==> src/rtl/fp64_pkg.sv <==
// Shared definitions for the double-precision accumulate path: FSM state type,
// IEEE-754 binary64 constants and the default width of the term counter.
package fp64_pkg;

  localparam int COUNT_W_DEFAULT = 16;

  localparam logic [63:0] FP64_ZERO = 64'h0000_0000_0000_0000;
  localparam logic [63:0] FP64_QNAN = 64'hFFF8_0000_0000_0000;

  typedef enum logic [2:0] {
    ST_IDLE,
    ST_WAIT_IN,
    ST_ISSUE,
    ST_WAIT_ADD,
    ST_DRAIN,
    ST_DONE
  } acc_state_e;

endpackage

==> src/rtl/double_accumulator_if.sv <==
// Term stream plus adder request/response bundle between the accumulator
// (master) and its surroundings: term source and double_adder (slave).
interface double_accumulator_if;

  logic        in_valid;
  logic [63:0] in_data;
  logic        in_ready;

  logic        add_compute;
  logic [63:0] add_a;
  logic [63:0] add_b;
  logic [63:0] add_z;
  logic        add_complete;

  modport master (
    input  in_valid, in_data, add_z, add_complete,
    output in_ready, add_compute, add_a, add_b
  );

  modport slave (
    output in_valid, in_data, add_z, add_complete,
    input  in_ready, add_compute, add_a, add_b
  );

endinterface

==> src/rtl/double_accumulator.sv <==
// Sums `length` binary64 terms by sequencing an external double_adder;
// operand bits are passed through untouched, so special values are the adder's concern.
module double_accumulator
  import fp64_pkg::*;
#(
  parameter int COUNT_W = COUNT_W_DEFAULT
) (
  input  logic                 clk,
  input  logic                 rst_n,
  input  logic                 clk_en,
  input  logic                 start,
  input  logic [COUNT_W-1:0]   length,
  double_accumulator_if.master acc_if,
  output logic [63:0]          sum,
  output logic                 done,
  output logic                 busy
);

  acc_state_e         state;
  logic [COUNT_W-1:0] remaining;
  logic [63:0]        acc;

  // NOTE: every register here, outputs included, is updated with <= in one
  // clocked block so all state changes on the same edge without ordering races.
  always_ff @(posedge clk or negedge rst_n) begin
    if (!rst_n) begin
      // NOTE: all state is plain flops (no memory arrays), so everything gets
      // a defined asynchronous reset value.
      state              <= ST_IDLE;
      remaining          <= '0;
      acc                <= FP64_ZERO;
      sum                <= FP64_ZERO;
      done               <= 1'b0;
      busy               <= 1'b0;
      acc_if.in_ready    <= 1'b0;
      acc_if.add_compute <= 1'b0;
      acc_if.add_a       <= FP64_ZERO;
      acc_if.add_b       <= FP64_ZERO;
    end else if (clk_en) begin
      unique case (state)
        ST_IDLE: begin
          if (start) begin
            remaining <= length;
            acc       <= FP64_ZERO;
            busy      <= 1'b1;
            if (length == '0) begin
              state <= ST_DONE;
              done  <= 1'b1;
              sum   <= FP64_ZERO;
            end else begin
              state           <= ST_WAIT_IN;
              acc_if.in_ready <= 1'b1;
            end
          end
        end

        ST_WAIT_IN: begin
          if (acc_if.in_valid) begin
            acc_if.add_a       <= acc;
            acc_if.add_b       <= acc_if.in_data;
            acc_if.in_ready    <= 1'b0;
            acc_if.add_compute <= 1'b1;
            state              <= ST_ISSUE;
          end
        end

        ST_ISSUE: begin
          acc_if.add_compute <= 1'b0;
          state              <= ST_WAIT_ADD;
        end

        // remaining is never zero here, so the decrement cannot wrap.
        ST_WAIT_ADD: begin
          if (acc_if.add_complete) begin
            acc       <= acc_if.add_z;
            remaining <= remaining - COUNT_W'(1);
            state     <= ST_DRAIN;
          end
        end

        // Wait for add_complete to fall so a held-high response is taken once.
        ST_DRAIN: begin
          if (!acc_if.add_complete) begin
            if (remaining == '0) begin
              state <= ST_DONE;
              done  <= 1'b1;
              sum   <= acc;
            end else begin
              state           <= ST_WAIT_IN;
              acc_if.in_ready <= 1'b1;
            end
          end
        end

        ST_DONE: begin
          done  <= 1'b0;
          busy  <= 1'b0;
          state <= ST_IDLE;
        end

        default: begin
          state              <= ST_IDLE;
          done               <= 1'b0;
          busy               <= 1'b0;
          acc_if.in_ready    <= 1'b0;
          acc_if.add_compute <= 1'b0;
        end
      endcase
    end
  end

endmodule

==> src/flat_wrapper.sv <==
// flat-port wrapper written by rule: the top's interface ports become plain ports
module double_accumulator_flat import fp64_pkg::*;
#(
  parameter int COUNT_W = COUNT_W_DEFAULT
)
  (clk, rst_n, clk_en, start, length, sum, done, busy, acc_if_in_valid, acc_if_in_data, acc_if_add_z, acc_if_add_complete, acc_if_in_ready, acc_if_add_compute, acc_if_add_a, acc_if_add_b);
  double_accumulator_if acc_if_i ();
  input  logic clk;
  input  logic rst_n;
  input  logic clk_en;
  input  logic start;
  input  logic [COUNT_W-1:0] length;
  output logic [63:0] sum;
  output logic done;
  output logic busy;
  input wire logic [$bits(acc_if_i.in_valid)-1:0] acc_if_in_valid;
  input wire logic [$bits(acc_if_i.in_data)-1:0] acc_if_in_data;
  input wire logic [$bits(acc_if_i.add_z)-1:0] acc_if_add_z;
  input wire logic [$bits(acc_if_i.add_complete)-1:0] acc_if_add_complete;
  output wire logic [$bits(acc_if_i.in_ready)-1:0] acc_if_in_ready;
  output wire logic [$bits(acc_if_i.add_compute)-1:0] acc_if_add_compute;
  output wire logic [$bits(acc_if_i.add_a)-1:0] acc_if_add_a;
  output wire logic [$bits(acc_if_i.add_b)-1:0] acc_if_add_b;
  assign acc_if_i.in_valid = acc_if_in_valid;
  assign acc_if_i.in_data = acc_if_in_data;
  assign acc_if_i.add_z = acc_if_add_z;
  assign acc_if_i.add_complete = acc_if_add_complete;
  assign acc_if_in_ready = acc_if_i.in_ready;
  assign acc_if_add_compute = acc_if_i.add_compute;
  assign acc_if_add_a = acc_if_i.add_a;
  assign acc_if_add_b = acc_if_i.add_b;
  double_accumulator #(.COUNT_W(COUNT_W)) u_core (.clk(clk), .rst_n(rst_n), .clk_en(clk_en), .start(start), .length(length), .acc_if(acc_if_i), .sum(sum), .done(done), .busy(busy));
endmodule
==> config.mk <==
export PLATFORM = sky130hd
export DESIGN_NAME = double_accumulator_flat
export DESIGN_NICKNAME = d
export VERILOG_FILES = /design/src/rtl/fp64_pkg.sv /design/src/rtl/double_accumulator_if.sv /design/src/rtl/double_accumulator.sv /design/src/flat_wrapper.sv
export SDC_FILE = /design/constraint.sdc
export NUM_CORES = 1
export LEC_CHECK = 0
export ABC_AREA = 1
export CORE_MARGIN = 2
export CORE_UTILIZATION = 30
export CTS_CLUSTER_SIZE = 12
export DETAILED_ROUTE_END_ITERATION = 12
export PLACE_DENSITY = 0.6
export SLEW_MARGIN = 15
export SYNTH_ARGS = -nofsm -noshare
export SYNTH_HDL_FRONTEND = slang
export SYNTH_SLANG_ARGS = --single-unit
==> constraint.sdc <==
create_clock -name clk -period 1.95 [get_ports clk]
set_input_delay 0.195 -clock clk [delete_from_list [all_inputs] [get_ports clk]]
set_output_delay 0.195 -clock clk [all_outputs]
set_load 0.02 [all_outputs]
==> reports/results.ini, run 1 <==
[run_status]
status = finished, final reports clean

[floorplanning]
row_count = 72
die-area_um2 = 40900
dieWidth_um = 202
core_um2 = 38700
die_h_um = 202
initial_core_util_pct = 30.4
io_pins = 346

[clock_tree]
cts-buffers-inserted = 35
clock_latency_ps = 530
cts_root_buffer = clkbuf_16
clock_sink_count = 279
htreeDepth = 2
cts_tree = built
clkTransAtPathRegs_ps = 60
clock_path_buffers = 3

[synth]
ys_ff_latch = 279
avgSynthCellArea_um2 = 8.47
yosysWarnings = 0
yosys.area_share.simple_pct = 26.9
synth_compound_area_share_pct = 6.89
synthMuxAreaShare_pct = 0
synthesis.nets = 1542
synthCells = 1390
yosysSeqAreaShare_pct = 59.3
yosys.area_share.adder_pct = 0.212
post_synth_xor_area_fraction_pct = 0.0744
yosysUniqueCellTypes = 26
synthTopCellsByArea = dfrtp_1, nand2_1, nor2_1
syn_area_um2 = 11800
yosysTopAreaCell = dfrtp_1
yosysTopAreaCellShare_pct = 59.3
synth_top_family_by_area = simple AND/OR/NAND/NOR gates

[sta]
worst_slew_pin_slew_ps = 594
post-route-period-util_pct = 93.2
fin_crit_ps = 1820
finalSetupViolCount = 0
hold_violations = 0
maxSlewViolCount = 0
rsz0062_at_grt = false
maxSlewHeadroom_pct = 60.0
fmax_mhz = 550
fin_setup_tns_ps = 0
finalClockSkew_ps = 15.8

[drt]
maxUsedRoutingLayer = met4
wl_met3_um = 3250
wl_per_cell_um = 16.6
drc_errors = 0
wl_met1_um = 17000
num_vias = 10600
drt_iter0_drc = 399
avgViaCountPerCell = 4.65
wl_um = 37800
dr.pass1.iters = 6
antenna_left = 0
routed-wl-met2_um = 16900

[setup_path]
slowest_stage = clkdlybuf4s50_1
crit_family = buffers and inverters
slowest_delay_ps = 720
critPathCaptureType = output pin
worstPathCellList = clkdlybuf4s50_1
crit_type = register to output pin
cp_num_buf_inv = 1
crit_fanout = 2
cp.arrival_ps = 1620
start_kind = register
cp_data_required_time_ps = 1750

[placement]
place_area_um2 = 16100
gp_congestion = 0.835
dpl.hpwl_um = 25300
portBuffers = 345

[cells_and_area]
drive_above_1_share_pct = 7.09
syn2layout_area_growth_pct = 48.2
finish.net_count = 1888
fin_util_pct = 45.1
fin_area_um2 = 17500

[pwr]
leakage_nw = 8.06
peakVddDrop_mv = 0.903
p_per_area_nw_per_um2 = 1390

[grt]
grt_pass1_vias = 10400
grt-ovfl-total = 0
grt_max_degree = 67
grt_usage_pct = 18.0
grt_pass1_wl_um = 58700
antenna_found_initial = 1

[job]
max_cap_viol_count = 0

[worst_hold_path]
hold_class = primary input to register

[cell families after synthesis]
logic type               count (synthesis)
buffers and inverters                  182
flip-flops                             279
AND/OR/NAND/NOR                        765
adder cells (fa/ha/maj)                  2
AO/OA/AOI/OAI                          161
XOR/XNOR                                 1
[flip-flops by register name, summed over array words and instances (netlist names)]
name                       cells
u_core.acc                    64
u_core.acc_if.add_a           64
u_core.acc_if.add_b           64
u_core.acc_if.add_compute      1
u_core.acc_if.in_ready         1
u_core.busy                    1
u_core.done                    1
u_core.remaining              16
u_core.state                   3
u_core.sum                    64
[cell type report]
| type | count | area [um2] |
|---|---|---|
| Tap cell | 518 | 648 |
| Sequential cell | 279 | 6980 |
| Timing Repair inverter | 1 | 5.00 |
| Fill cell | 3827 | 21300 |
| Clock buffer | 53 | 1080 |
| Multi-Input combinational cell | 929 | 4040 |
| Inverter | 93 | 358 |
| Antenna cell | 1 | 2.50 |
| Timing Repair Buffer | 397 | 4210 |
| Clock inverter | 10 | 134 |
[cell usage in the layout (no fill, tap or decap), drive strengths merged, types with 3 or more instances in the layout]
master / count
nand3: 88
buf: 50
a21oi: 4
clkbuf: 55
bufinv: 3
clkinv: 7
clkdlybuf4s50: 344
nand4: 65
nor2: 132
dfrtp: 279
inv: 92
o21ai: 154
nand2: 477
[cell usage after synthesis]
| cell type | number |
|---|---|
| nor2_2 | 3 |
| buf_1 | 3 |
| nand2_1 | 477 |
| nor3_2 | 1 |
| inv_2 | 5 |
| nand4_1 | 65 |
| buf_4 | 8 |
| xor2_1 | 1 |
| nand3_2 | 2 |
| inv_1 | 88 |
| o21ai_1 | 67 |
| nor3_1 | 1 |
| nand3b_1 | 1 |
| nand3_1 | 86 |
| o22ai_1 | 1 |
| a21oi_1 | 4 |
| nor2_1 | 129 |
| o21ai_0 | 87 |
| clkbuf_1 | 36 |
| ha_1 | 2 |
| buf_6 | 2 |
| buf_2 | 39 |
| dfrtp_1 | 279 |
| clkbuf_2 | 1 |
| o21a_1 | 1 |
| o21bai_1 | 1 |
[worst paths after layout]
kind / startpoint / to / slack, ps / cells after the start
worst max-delay path: u_core.sum[7]$_DFFE_PN0P_ / sum[7] / 130 / 1
worst min-delay path: acc_if_in_data[5] / u_core.acc_if.add_b[5]$_DFFE_PN0P_ / 200 / 3
worst max register to register: u_core.state[1]$_DFFE_PN0P_ / u_core.acc_if.add_a[16]$_DFFE_PN0P_ / 140 / 9
worst min register to register: u_core.acc_if.add_b[32]$_DFFE_PN0P_ / u_core.acc_if.add_b[32]$_DFFE_PN0P_ / 470 / 2
max in group asynchronous: rst_n / u_core.acc_if.add_b[49]$_DFFE_PN0P_ / 1010 / 3
min in group asynchronous: rst_n / u_core.acc_if.add_a[43]$_DFFE_PN0P_ / 230 / 2
[timing repair]
item	CTS	global route
setup endpoints to repair	0	66
setup buffers	0	7
hold buffers	1	0
endpoints found under the hold margin	60	0
resized for setup	0	6
[routing by layer]
| metal | track usage, % | vias to the layer above |
|---|---|---|
| li1 | - | 5136 |
| met1 | 24.3 | 5074 |
| met2 | 28.0 | 339 |
| met3 | 6.21 | 47 |
| met4 | 4.25 | 0 |
| met5 | 0 | - |
[stage by stage]
step | cells | total power (W) | setup slack [ps] | hold WS, ps
after floorplan | 1390 | 0.0132 | 398 | -101
after global placement | 2206 | 0.0174 | 60.8 | 222
after detailed placement | 2206 | 0.0175 | 57.8 | 215
after CTS | 2270 | 0.0244 | 96.0 | 161
after global routing | 2281 | 0.0258 | 4.20 | 183
final | 2281 | 0.0242 | 133 | 202
[report_power, final]
group	internal, W	switching (W)
Sequential	0.00755	0.000909
Clock	0.00421	0.00250
Combinational	0.00361	0.00542
Total	0.0154	0.00884
Note: power is estimated with default switching activity, not from simulation.
==> run 2, diff against run 1 <==
--- a/config.mk
+++ b/config.mk
@@ -11,7 +11,6 @@
 export CTS_CLUSTER_SIZE = 12
 export DETAILED_ROUTE_END_ITERATION = 12
 export PLACE_DENSITY = 0.6
-export SLEW_MARGIN = 15
 export SYNTH_ARGS = -nofsm -noshare
 export SYNTH_HDL_FRONTEND = slang
 export SYNTH_SLANG_ARGS = --single-unit
==> results of run 2 <==
Same layout as run 1: the final DEF is identical, and so are final timing and power.
==> run 3, diff against run 2 <==
--- a/config.mk
+++ b/config.mk
@@ -6,6 +6,7 @@
 export NUM_CORES = 1
 export LEC_CHECK = 0
 export ABC_AREA = 1
+export CAP_MARGIN = 20
 export CORE_MARGIN = 2
 export CORE_UTILIZATION = 30
 export CTS_CLUSTER_SIZE = 12
==> results of run 3 <==
Same layout as run 1: the final DEF is identical, and so are final timing and power.
